<file path="src/rtl/instr_loader.sv">
// Byte-stream program loader for the 9-bit instruction memory: parses a
// 16-bit word count header, rebuilds words and holds the core in reset.
module instr_loader #(
  parameter int D = 12
) (
  input  logic         clk,
  input  logic         reset,
  input  logic         in_valid,
  input  logic [7:0]   in_data,
  output logic         in_ready,
  output logic         wr_en,
  output logic [D-1:0] wr_addr,
  output logic [8:0]   wr_data,
  output logic         core_hold,
  output logic         load_done,
  output logic         hdr_err
);

  typedef enum logic [2:0] {
    HDR_LO,
    HDR_HI,
    INS_LO,
    INS_HI,
    DONE
  } state_e;

  state_e       state_q;
  logic [7:0]   cnt_lo_q;
  logic [7:0]   lo_byte_q;
  logic [D-1:0] n_q;
  logic [D-1:0] ptr_q;
  logic         in_ready_q;
  logic         wr_en_q;
  logic [D-1:0] wr_addr_q;
  logic [8:0]   wr_data_q;
  logic         core_hold_q;
  logic         load_done_q;
  logic         hdr_err_q;

  logic         accept;
  logic [15:0]  count_d;
  logic [D-1:0] n_d;
  logic [D-1:0] ptr_d;

  // Any count bit at or above position D cannot be addressed by the pointer.
  function automatic logic count_overflow(input logic [15:0] count);
    logic ovf;
    ovf = 1'b0;
    for (int i = D; i < 16; i++) begin
      ovf = ovf | count[i];
    end
    return ovf;
  endfunction

  assign accept  = in_valid & in_ready_q;
  assign count_d = {in_data, cnt_lo_q};
  assign n_d     = count_d[D-1:0];
  assign ptr_d   = ptr_q + D'(1);

  always_ff @(posedge clk) begin
    if (reset) begin
      state_q     <= HDR_LO;
      ptr_q       <= '0;
      in_ready_q  <= 1'b1;
      wr_en_q     <= 1'b0;
      wr_addr_q   <= '0;
      wr_data_q   <= '0;
      core_hold_q <= 1'b1;
      load_done_q <= 1'b0;
      hdr_err_q   <= 1'b0;
    end else begin
      wr_en_q <= 1'b0;
      // Completion is flagged one cycle after DONE is entered so the final
      // write lands before the core is released.
      if (state_q == DONE) begin
        load_done_q <= 1'b1;
        core_hold_q <= 1'b0;
      end
      case (state_q)
        HDR_LO: begin
          if (accept) begin
            cnt_lo_q <= in_data;
            state_q  <= HDR_HI;
          end
        end
        HDR_HI: begin
          if (accept) begin
            n_q       <= n_d;
            hdr_err_q <= count_overflow(count_d);
            if (n_d == '0) begin
              state_q    <= DONE;
              in_ready_q <= 1'b0;
            end else begin
              state_q <= INS_LO;
            end
          end
        end
        INS_LO: begin
          if (accept) begin
            lo_byte_q <= in_data;
            state_q   <= INS_HI;
          end
        end
        INS_HI: begin
          if (accept) begin
            wr_en_q   <= 1'b1;
            wr_addr_q <= ptr_q;
            wr_data_q <= {in_data[0], lo_byte_q};
            ptr_q     <= ptr_d;
            if (ptr_d == n_q) begin
              state_q    <= DONE;
              in_ready_q <= 1'b0;
            end else begin
              state_q <= INS_LO;
            end
          end
        end
        DONE: begin
          state_q <= DONE;
        end
        default: begin
          state_q    <= HDR_LO;
          in_ready_q <= 1'b1;
        end
      endcase
    end
  end

  assign in_ready  = in_ready_q;
  assign wr_en     = wr_en_q;
  assign wr_addr   = wr_addr_q;
  assign wr_data   = wr_data_q;
  assign core_hold = core_hold_q;
  assign load_done = load_done_q;
  assign hdr_err   = hdr_err_q;

endmodule

</file>
<file path="config.mk">
export PLATFORM = sky130hd
export DESIGN_NAME = instr_loader
export DESIGN_NICKNAME = d
export VERILOG_FILES = /design/src/rtl/instr_loader.sv
export SDC_FILE = /design/constraint.sdc
export NUM_CORES = 1
export LEC_CHECK = 0
export ABC_AREA = 0
export CORE_AREA = 2 2 67 82
export DETAILED_ROUTE_END_ITERATION = 7
export DIE_AREA = 0 0 69 84
export PLACE_DENSITY = 0.81
export SETUP_SLACK_MARGIN = 0.1
export SLEW_MARGIN = 15
export SYNTH_ARGS = -nofsm -noshare
export SYNTH_HDL_FRONTEND = slang
export SYNTH_SLANG_ARGS = --single-unit
</file>
<file path="constraint.sdc">
create_clock -name clk -period 4.2 [get_ports clk]
set_input_delay 0.84 -clock clk [delete_from_list [all_inputs] [get_ports clk]]
set_output_delay 0.84 -clock clk [all_outputs]
set_load 0.01 [all_outputs]
</file>
==> results of run 1 <==
## sequential cells by signal (all words and copies together) (netlist names), 3 cells and up
| register | flops |
|---|---|
| n_q | 12 |
| ptr_q | 12 |
| wr_addr | 12 |
| wr_data | 9 |
| cnt_lo_q | 8 |
| lo_byte_q | 8 |
| state_q | 3 |
## per-layer routing
metal / routed length, um / GRT usage [%] / part of all wire, % / vias to the layer above
met2: 2770 / 33.0 / 51 / 61
met1: 2270 / 23.8 / 42 / 949
met5: 0 / 0 / 0 / -
li1: - / - / - / 1011
met4: 114 / 9.63 / 2.1 / 0
met3: 238 / 6.16 / 4.4 / 13
## worst reg2reg max path, cell delays in order, from the launching register on
cell     delay, ns
dfxtp_1       0.48
ha_1          0.33
nand3_2       0.17
nor4_4        0.30
xnor2_1       0.11
or4_1         0.57
nor4_2        0.33
a31oi_1       0.15
## final cells by class
cell class,instances,area (um2)
Inverter,2,7.51
Clock buffer,11,131
Tap cell,62,77.6
Fill cell,404,1700
Multi-Input combinational cell,185,1060
Timing Repair Buffer,40,390
Clock inverter,5,51.3
Sequential cell,69,1660
## how the worst max path moves through the flow
stage	cells past startpoint	slack, ns	to
floorplan	3	1.35	n_q[0]
global placement	7	1.27	ptr_q[8]
detailed placement	7	1.14	ptr_q[8]
CTS	7	1.50	ptr_q[8]
global route	7	1.27	ptr_q[8]
finish	7	1.50	ptr_q[8]
## per-stage QoR
stage | cell area [um2] | hold WS (ns) | power [uW] | setup slack, ns
6_report | 3380 | 0.451 | 1280 | 1.50
5_1_grt | 3380 | 0.457 | 1320 | 1.27
4_1_cts | 3380 | 0.451 | 1280 | 1.50
3_5_place_dp | 3200 | 0.435 | 785 | 1.14
3_3_place_gp | 3200 | 0.434 | 782 | 1.27
2_1_floorplan | 2800 | 0.427 | 760 | 1.35
## cell usage in the layout (no fill, tap or decap), drive strengths merged, types with 2 or more instances in the layout
master         instances
nand3                  6
nor4                   8
edfxtp                28
clkbuf                11
nor3                   8
buf                    4
a31oi                  3
a21oi                 25
nand2                 58
nand4                  3
dfxtp                 41
nor3b                  3
nor2                  21
xnor2                 15
clkinv                 4
and3                   2
o21ai                  6
clkdlybuf4s50         36
xor2                  12
inv                    2
## power by group
group	switching, uW	total (uW)	internal, uW
sequential	9.54	719	710
clock	235	505	270
combinational	28.6	50.6	22.0
total	273	1280	1000
## logic make-up (layout without fill, tap and decap cells)
logic type	Yosys count	in the layout	synth area share, %
DFF	69	69	59.4
AOI/OAI and AO/OA	42	42	8.54
adders and majority gates	1	1	0.447
and+or+nand+nor	113	113	19.6
buffers and inverters	20	58	2.86
muxes	2	2	0.760
xor gates and xnor gates	27	27	8.45
==> metrics.md, run 1 <==
| Metric | Value |
|---|---|
| WP data arrival | 2.93 ns |
| Placement row count | 29 |
| Non-Filler Instances | 374 |
| Global Route Usage Sum | 20.0% |
| Port-buffer cells | 36 |
| RSZ-0062 raised after global routing | false |
| Core area | 0.00508 mm2 |
| Sequential cell area fraction in the yosys report | 59.4% |
| CP Capture Type | flop |
| Worst hold stages | 0 |
| TritonCTS clock tree | done |
| Die width | about 70 um |
| MaxCap Viol Count | 0 |
| Synth Cell Area | 0.00280 mm2 |
| Routed wire length | 5390 um |
| Period minus WS final | 2.70 ns |
| Initial core utilization | a little under three fifths |
| FMAX | around 370 MHz |
| Reg2Reg Capture Point | state_q[1] |
| Post-DRT Antenna Nets | 0 |
| Synthesized instance count | between 200 and 300 |
| Global-route wire length before repair | 8960 um |
| Worst-path clk slew | 0.07 ns |
| Post-DR vias/cell | 5.44 |
| R2R depth | 7 |
| Maximum clock insertion buffer count | 2 |
| Run status | completed |
| Final Max Tran Viols | 0 |
| Final HPWL from detailed placement | between 3000 and 4000 um |
| Most frequent cell after synthesis | nand2_1 |
| CP Max Fanout | 23 |
| Slew headroom | 36.1% |
| Worst reg2reg setup slack | roughly 1.6 ns |
| Vias in the first global route | ~1900 |
| VDD IR max | 0.269 mV |
| Top cells by count, synth | nand2_1, dfxtp_1, edfxtp_1, a21oi_1, nor2_1 |
| Static Leakage | ~0.0011 uW |
| Synth area leader | edfxtp_1 |
| Hold buffers post-CTS | 0 |
| Worst Tran Pin Value | 0.952 ns |
| TritonCTS Sinks | just under 70 |
| Ys Warns | 0 |
| Final estimated routing congestion in global placement | 0.817 |
| Skew-Pair Late Insertion Delay | 0.35 ns |
| 1st-iter DRT viols | 137 |
| DRC violations left | 0 |
| 1st-pass router iterations | 4 |
| Layout Utilization | 66.6% |
| WS Path Type | in2reg |
| Yosys top cell area share | 30.0% |
| Type of origin of the critical path | input pin |
| R2r startpoint | ptr_q[0] |
| Area Overhead vs Synth | 20.9% |
| Setup Fix Bufs, Post-CTS | 0 |
| WL/cell | 14.4 um |
| Die extent in y | about 84 um |
| Die ar. | 0.00580 mm2 |
| Share of layout cells above drive strength 1 | 8.33% |
| I/O pins | 37 |
| Largest net degree at the start of global routing | 42 |
| Placed Cells | 358 |
| Max stage delay on crit path | 0.71 ns |
| Crit path buffers/inverters | 1 |
| Final hold viol count | 0 |
| Nets@finish | 319 |
| Synth top area cells | edfxtp_1, dfxtp_1, nand2_1 |
| Mean Syn Cell Area | 10.2 um2 |
| Ant diodes | 0 |
| Root Driver | clkbuf_8 |
| Final period util | 64.3% |
| Crit path required time | 4.42 ns |
| Hold path startpoint | cnt_lo_q[5] |
| Antenna violations before repair | 0 |
| Delay-heaviest family, CP | simple AND/OR/NAND/NOR gates |
| Post-synth net total | 286 |
| Routed vias | 2034 |
| H-tree level count | 3 |
| Setup Skew | 0.00964 ns |
| CTS Buf Count | 9 |
| CP startpoint | in_valid |
| PwrDens | 377 mW/mm2 |
| Post-synth EDFFs | 28 |
| CP Cell Sequence | clkdlybuf4s50_1, nand3_1, nor2_1, and2_1, nand2_1, o21ai_0, a21oi_1 |
| Main synth FF type | dfxtp_1 |
| Post-synthesis cell type count | 44 |
| Total grt overflow | 0 |
| TNS Setup | 0 ns |
| Synthesized flop and latch total | ~70 |
| Cts repair resizes | 0 |
| Hold worst-path end | n_q[5] |
| Slowest-stage cell, CP | and2_1 |
| Final number of setup-violating endpoints | 0 |
| Tightest Hold Check Type | reg2reg |
| Ys async rst share | 0% |
Power figures use the tool's default switching activity.
==> run 2: changes to the inputs <==
--- a/config.mk
+++ b/config.mk
@@ -6,10 +6,10 @@
 export NUM_CORES = 1
 export LEC_CHECK = 0
 export ABC_AREA = 0
-export CORE_AREA = 2 2 67 82
+export CORE_AREA = 2 2 69 84
 export DETAILED_ROUTE_END_ITERATION = 7
-export DIE_AREA = 0 0 69 84
-export PLACE_DENSITY = 0.81
+export DIE_AREA = 0 0 71 86
+export PLACE_DENSITY = 0.77
 export SETUP_SLACK_MARGIN = 0.1
 export SLEW_MARGIN = 15
 export SYNTH_ARGS = -nofsm -noshare
==> constraint.sdc (replaced) <==
create_clock -name clk -period 2.7 [get_ports clk]
set_input_delay 0.54 -clock clk [delete_from_list [all_inputs] [get_ports clk]]
set_output_delay 0.54 -clock clk [all_outputs]
set_load 0.01 [all_outputs]
==> metrics.md, run 2 (synthesized netlist as in run 1, its figures left out) <==
| Metric | Value |
|---|---|
| Run status | completed |
| Antenna violations before repair | 0 |
| Crit path required time | 2.91 ns |
| H-tree level count | 3 |
| Global-route wire length before repair | 9000 um |
| Global Route Usage Sum | about a fifth |
| Worst reg2reg setup slack | between 0.2 and 0.3 ns |
| Type of origin of the critical path | flop |
| Die width | 71 um |
| WP data arrival | approximately 2.7 ns |
| Routed vias | 2034 |
| Filler cell count | just over 400 |
| Cts repair resizes | 0 |
| Global route hottest layer | met2 |
| DRC violations left | 0 |
| Share of layout cells above drive strength 1 | between 10% and 20% |
| WS Path Type | reg2reg |
| Period minus WS final | approximately 2.4 ns |
| Initial core utilization | a little over half |
| Final HPWL from detailed placement | 3900 um |
| TNS Setup | 0 ns |
| Final number of setup-violating endpoints | 0 |
| Slew headroom | 70.3% |
| 1st-iter DRT viols | between 90 and 100 |
| Largest net degree at the start of global routing | 34 |
| Met3 Use GR | 3.88% |
| Setup Fix Bufs, Post-CTS | 0 |
| Vias in the first global route | 1921 |
| 1st-pass router iterations | 4 |
| Placement row count | 29 |
| TritonCTS clock tree | done |
| Nets@finish | about 320 |
| GRT met1 Usage | between 20% and 30% |
| PwrDens | 640 mW/mm2 |
| I/O pins | 37 |
| MaxCap Viol Count | 0 |
| Tot Pwr | ~2200 uW |
| Post-DR vias/cell | about 5.4 |
| Area Overhead vs Synth | 24.4% |
| Root Driver | clkbuf_8 |
| CP Capture Type | flop |
| Final period util | between 90% and 100% |
| FMAX | slightly above 400 MHz |
| Storage cell area | around 0.0017 mm2 |
| Static Leakage | ~0.0012 uW |
| Worst Tran Pin Value | ~0.44 ns |
| Multi-input gate area | between 0.001 and 0.0015 mm2 |
| Ant diodes | 0 |
| Port-buffer cells | 36 |
| Final Max Tran Viols | 0 |
| CTS Buf Count | 9 |
| Hold buffers post-CTS | 0 |
| Met2 Use GR | 34.5% |
| TritonCTS Sinks | between 60 and 70 |
| Post-DRT Antenna Nets | 0 |
| Final estimated routing congestion in global placement | 0.863 |
| Routed wire length | 5520 um |
| Final hold viol count | 0 |
| Die ar. | 0.00611 mm2 |
| Highest-count cells in the layout ignoring fill and taps | nand2_1, dfxtp_1, clkdlybuf4s50_1, edfxtp_1, a21oi_1 |
| CP Max Fanout | 6 |
| Total grt overflow | 0 |
| Leading cell type in the layout, fill and taps excluded | nand2_1 |
| Core area | 0.00526 mm2 |
| Skew-Pair Late Insertion Delay | 0.35 ns |
| Worst-path clk slew | ~0.080 ns |
| Setup Skew | 0.00934 ns |
| Tightest Hold Check Type | reg2reg |
| Maximum clock insertion buffer count | 2 |
| WL/cell | 14.6 um |
| RSZ-0062 raised after global routing | false |
| Die extent in y | 86 um |
| VDD IR max | 0.578 mV |
==> run 2: metal layers <==
metal	wire length, um	part of all wire [%]	vias to the layer above
met1	2310	42	969
met2	2920	53	35
li1	-	-	1020
met4	138	2.5	0
met3	155	2.8	10
met5	0	0	-
==> run 2: area by class of cell <==
| cell class | instances | share of cell area (%) |
|---|---|---|
| clock buffers | 11 | 4.06 |
| flip-flops and latches | 69 | 47.7 |
| well taps | 62 | 2.23 |
| clock inverters | 5 | 3.05 |
| multi-input cells | 185 | 30.9 |
| inverters | 2 | 0.216 |
| repair buffers | 43 | 11.9 |
==> run 2: worst paths after layout <==
check               from          to  depth (start not counted)
max             ptr_q[0]  state_q[1]                          7
min          cnt_lo_q[5]      n_q[5]                          0
max reg2reg     ptr_q[0]  state_q[1]                          7
min reg2reg  cnt_lo_q[5]      n_q[5]                          0
==> run 2: power breakdown <==
group          internal, uW  leakage [uW]  switching (uW)
combinational          36.2      0.000463            45.0
sequential             1100      0.000586            14.6
clock                   642      0.000120             387
total                  1780       0.00117             446
==> run 2: worst max-delay path: stages (launching register included) <==
cell	delay [ns]
dfxtp_1	0.46
ha_2	0.29
nand3_2	0.16
nor4_4	0.30
xnor2_1	0.11
or4_1	0.58
nor4_4	0.27
a31oi_1	0.12
==> run 2: through the flow <==
stage | setup WS (ns) | hold slack, ns | instance area, um2 | utilization, % | std cells
2_1_floorplan | 0.155 | 0.427 | 2800 | - | 274
3_3_place_gp | 0.252 | 0.435 | 3220 | 61.3 | 361
3_5_place_dp | 0.148 | 0.435 | 3220 | 61.3 | 361
4_1_cts | 0.124 | 0.452 | 3470 | 66.0 | 377
5_1_grt | 0.142 | 0.475 | 3480 | 66.2 | 377
6_report | 0.263 | 0.452 | 3480 | 66.2 | 377
==> run 3: changes to the inputs <==
--- a/config.mk
+++ b/config.mk
@@ -7,11 +7,14 @@
 export LEC_CHECK = 0
 export ABC_AREA = 0
 export CORE_AREA = 2 2 69 84
+export CTS_CLUSTER_DIAMETER = 120
 export DETAILED_ROUTE_END_ITERATION = 7
 export DIE_AREA = 0 0 71 86
 export PLACE_DENSITY = 0.77
+export REMOVE_ABC_BUFFERS = 1
 export SETUP_SLACK_MARGIN = 0.1
 export SLEW_MARGIN = 15
 export SYNTH_ARGS = -nofsm -noshare
 export SYNTH_HDL_FRONTEND = slang
 export SYNTH_SLANG_ARGS = --single-unit
+export TNS_END_PERCENT = 30
==> metrics.md, run 3 (synthesized netlist as in run 1, its figures left out) <==
| Metric | Value |
|---|---|
| Root Driver | clkbuf_8 |
| Routed wl met3 | 212 um |
| MaxCap Viol Count | 0 |
| Highest-count cells in the layout ignoring fill and taps | nand2_1, dfxtp_1, clkdlybuf4s50_1, edfxtp_1, a21oi_1 |
| Nets@finish | 324 |
| I/O pins | 37 |
| Routed vias | 2043 |
| Leading cell type in the layout, fill and taps excluded | nand2_1 |
| Most used cell, CP | nor4_4 |
| Sw Ratio | 21.9% |
| Slew headroom | ~65% |
| Type of origin of the critical path | flop |
| Initial core utilization | 53.2% |
| Area Overhead vs Synth | 21.9% |
| Die width | 71 um |
| Worst hold stages | 0 |
| Final Max Tran Viols | 0 |
| WP data arrival | 2.64 ns |
| Final hold viol count | 0 |
| P_int | 1500 uW |
| Skew-Pair Late Insertion Delay | 0.35 ns |
| Post-DRT Antenna Nets | 0 |
| CTS Buf Count | 9 |
| VDD IR max | ~0.47 mV |
| Sw power | 422 uW |
| PnR worst setup slack | 0.275 ns |
| Global-route wire length before repair | 8980 um |
| 1st-iter DRT viols | 114 |
| Hold buffers post-CTS | 0 |
| PwrDens | 564 mW/mm2 |
| Global Route Usage Sum | 19.4% |
| Layout Utilization | 64.8% |
| Die extent in y | 86 um |
| DRC violations left | 0 |
| Final period util | 89.8% |
| CP Cell Sequence | ha_1, nand3_2, nor4_4, xnor2_1, or4_1, nor4_4, a31oi_1 |
| TritonCTS clock tree | done |
| Max Used Layer | met4 |
| Crit path required time | about 3 ns |
| Final estimated routing congestion in global placement | 0.832 |
| Worst reg2reg setup slack | 0.28 ns |
| Tightest Hold Check Type | reg2reg |
| Post-DR vias/cell | around 5.4 |
| WL met2 | 2800 um |
| Hold path startpoint | cnt_lo_q[1] |
| Share of layout cells above drive strength 1 | 9.78% |
| Ant diodes | 0 |
| Setup Fix Bufs, Post-CTS | 0 |
| Clock power frac | 37.5% |
| R2R depth | 7 |
| Static Leakage | 0.00115 uW |
| Worst Tran Pin Value | 0.529 ns |
| Placement row count | 29 |
| H-tree level count | 3 |
| Final number of setup-violating endpoints | 0 |
| Total grt overflow | 0 |
| Vias in the first global route | 1949 |
| FMAX | between 400 and 500 MHz |
| Maximum clock insertion buffer count | 2 |
| Run status | completed |
| Max stage delay on crit path | 0.58 ns |
| Setup Skew | about 0.0053 ns |
| Filler cell count | between 400 and 500 |
| Hold slack | ~0.45 ns |
| Metal1 wirelength | 2150 um |
| Largest net degree at the start of global routing | 31 |
| Routed wire length | roughly 5300 um |
| Reg2Reg Capture Point | state_q[1] |
| Core area | 0.00526 mm2 |
| RSZ-0062 raised after global routing | false |
| TNS Setup | 0 ns |
| Post-Place Setup Slack | about 0.22 ns |
| Period minus WS final | 2.42 ns |
| Cts repair resizes | 0 |
| WS Path Type | reg2reg |
| Reg power frac | 58.1% |
| Hold worst-path end | n_q[1] |
| Worst-path clk slew | around 0.07 ns |
| Slowest-stage cell, CP | or4_1 |
| R2r startpoint | ptr_q[0] |
| Port-buffer cells | 36 |
| Die ar. | 0.00611 mm2 |
| 1st-pass router iterations | 4 |
| CP Max Fanout | 6 |
| TritonCTS Sinks | about 70 |
| WL/cell | 14.0 um |
| Gate power share | 4.3% |
| CP Capture Type | flop |
| Antenna violations before repair | 0 |
| Final HPWL from detailed placement | roughly 3800 um |
==> run 3: cell types whose count changed in the layout (fill, tap and decap cells not counted) <==
cell | before | now
clkbuf_1 | 1 | 4
inv_6 | 1 | 0
buf_4 | 7 | 9
ha_1 | 0 | 1
ha_2 | 1 | 0
clkinv_2 | 0 | 1
inv_4 | 0 | 1
bufinv_16 | 3 | 0
clkinvlp_4 | 1 | 0
==> run 3: per-stage QoR <==
| stage | cells | area, um2 | total power (uW) |
|---|---|---|---|
| after floorplan | 256 | 2730 | 1170 |
| after global placement | 363 | 3240 | 1220 |
| after detailed placement | 363 | 3240 | 1220 |
| after CTS | 379 | 3400 | 1940 |
| after global routing | 379 | 3410 | 1990 |
| final | 379 | 3410 | 1920 |
==> run 3: power groups by stage <==
stage,clock [uW],sequential [uW],combinational (uW)
3_3_place_gp,0,1140,82.0
2_1_floorplan,0,1140,32.1
6_report,721,1120,83.2
4_1_cts,739,1120,84.0
3_5_place_dp,0,1140,83.7
5_1_grt,775,1120,92.8
==> run 3: layout make-up <==
class | instances | area (um2) | share of cell area, %
clock buffer | 14 | 153 | 4.48
clock inverter | 2 | 11.3 | 0.330
inverter | 2 | 7.51 | 0.220
multi-input combinational | 185 | 1070 | 31.4
sequential | 69 | 1660 | 48.7
tap | 62 | 77.6 | 2.27
timing repair buffer | 45 | 428 | 12.5
==> run 3: metal layers <==
metal / GRT usage, % / vias to the layer above
met1: 21.5 / 961
met4: 9.78 / 0
met2: 34.0 / 50
li1: - / 1021
met5: 0 / -
met3: 5.29 / 11
==> run 3: critical path: cells and delay by family, from the launching register on <==
| kind | cells | cell delay [ns] |
|---|---|---|
| DFF | 1 | 0.45 |
| xor gates and xnor gates | 1 | 0.10 |
| adders and majority gates | 1 | 0.32 |
| and+or+nand+nor | 4 | 1.30 |
| AOI/OAI and AO/OA | 1 | 0.13 |
==> run 3: worst max path at each step <==
stage                         from         end  slack (ns)  cells past startpoint
after floorplan           in_valid      n_q[0]        0.39                      2
after global placement    ptr_q[0]  state_q[1]        0.27                      7
after detailed placement  ptr_q[0]  state_q[1]        0.22                      7
after CTS                 ptr_q[0]  state_q[1]        0.20                      7
after global routing      ptr_q[0]  state_q[1]        0.12                      7
final                     ptr_q[0]  state_q[1]        0.28                      7
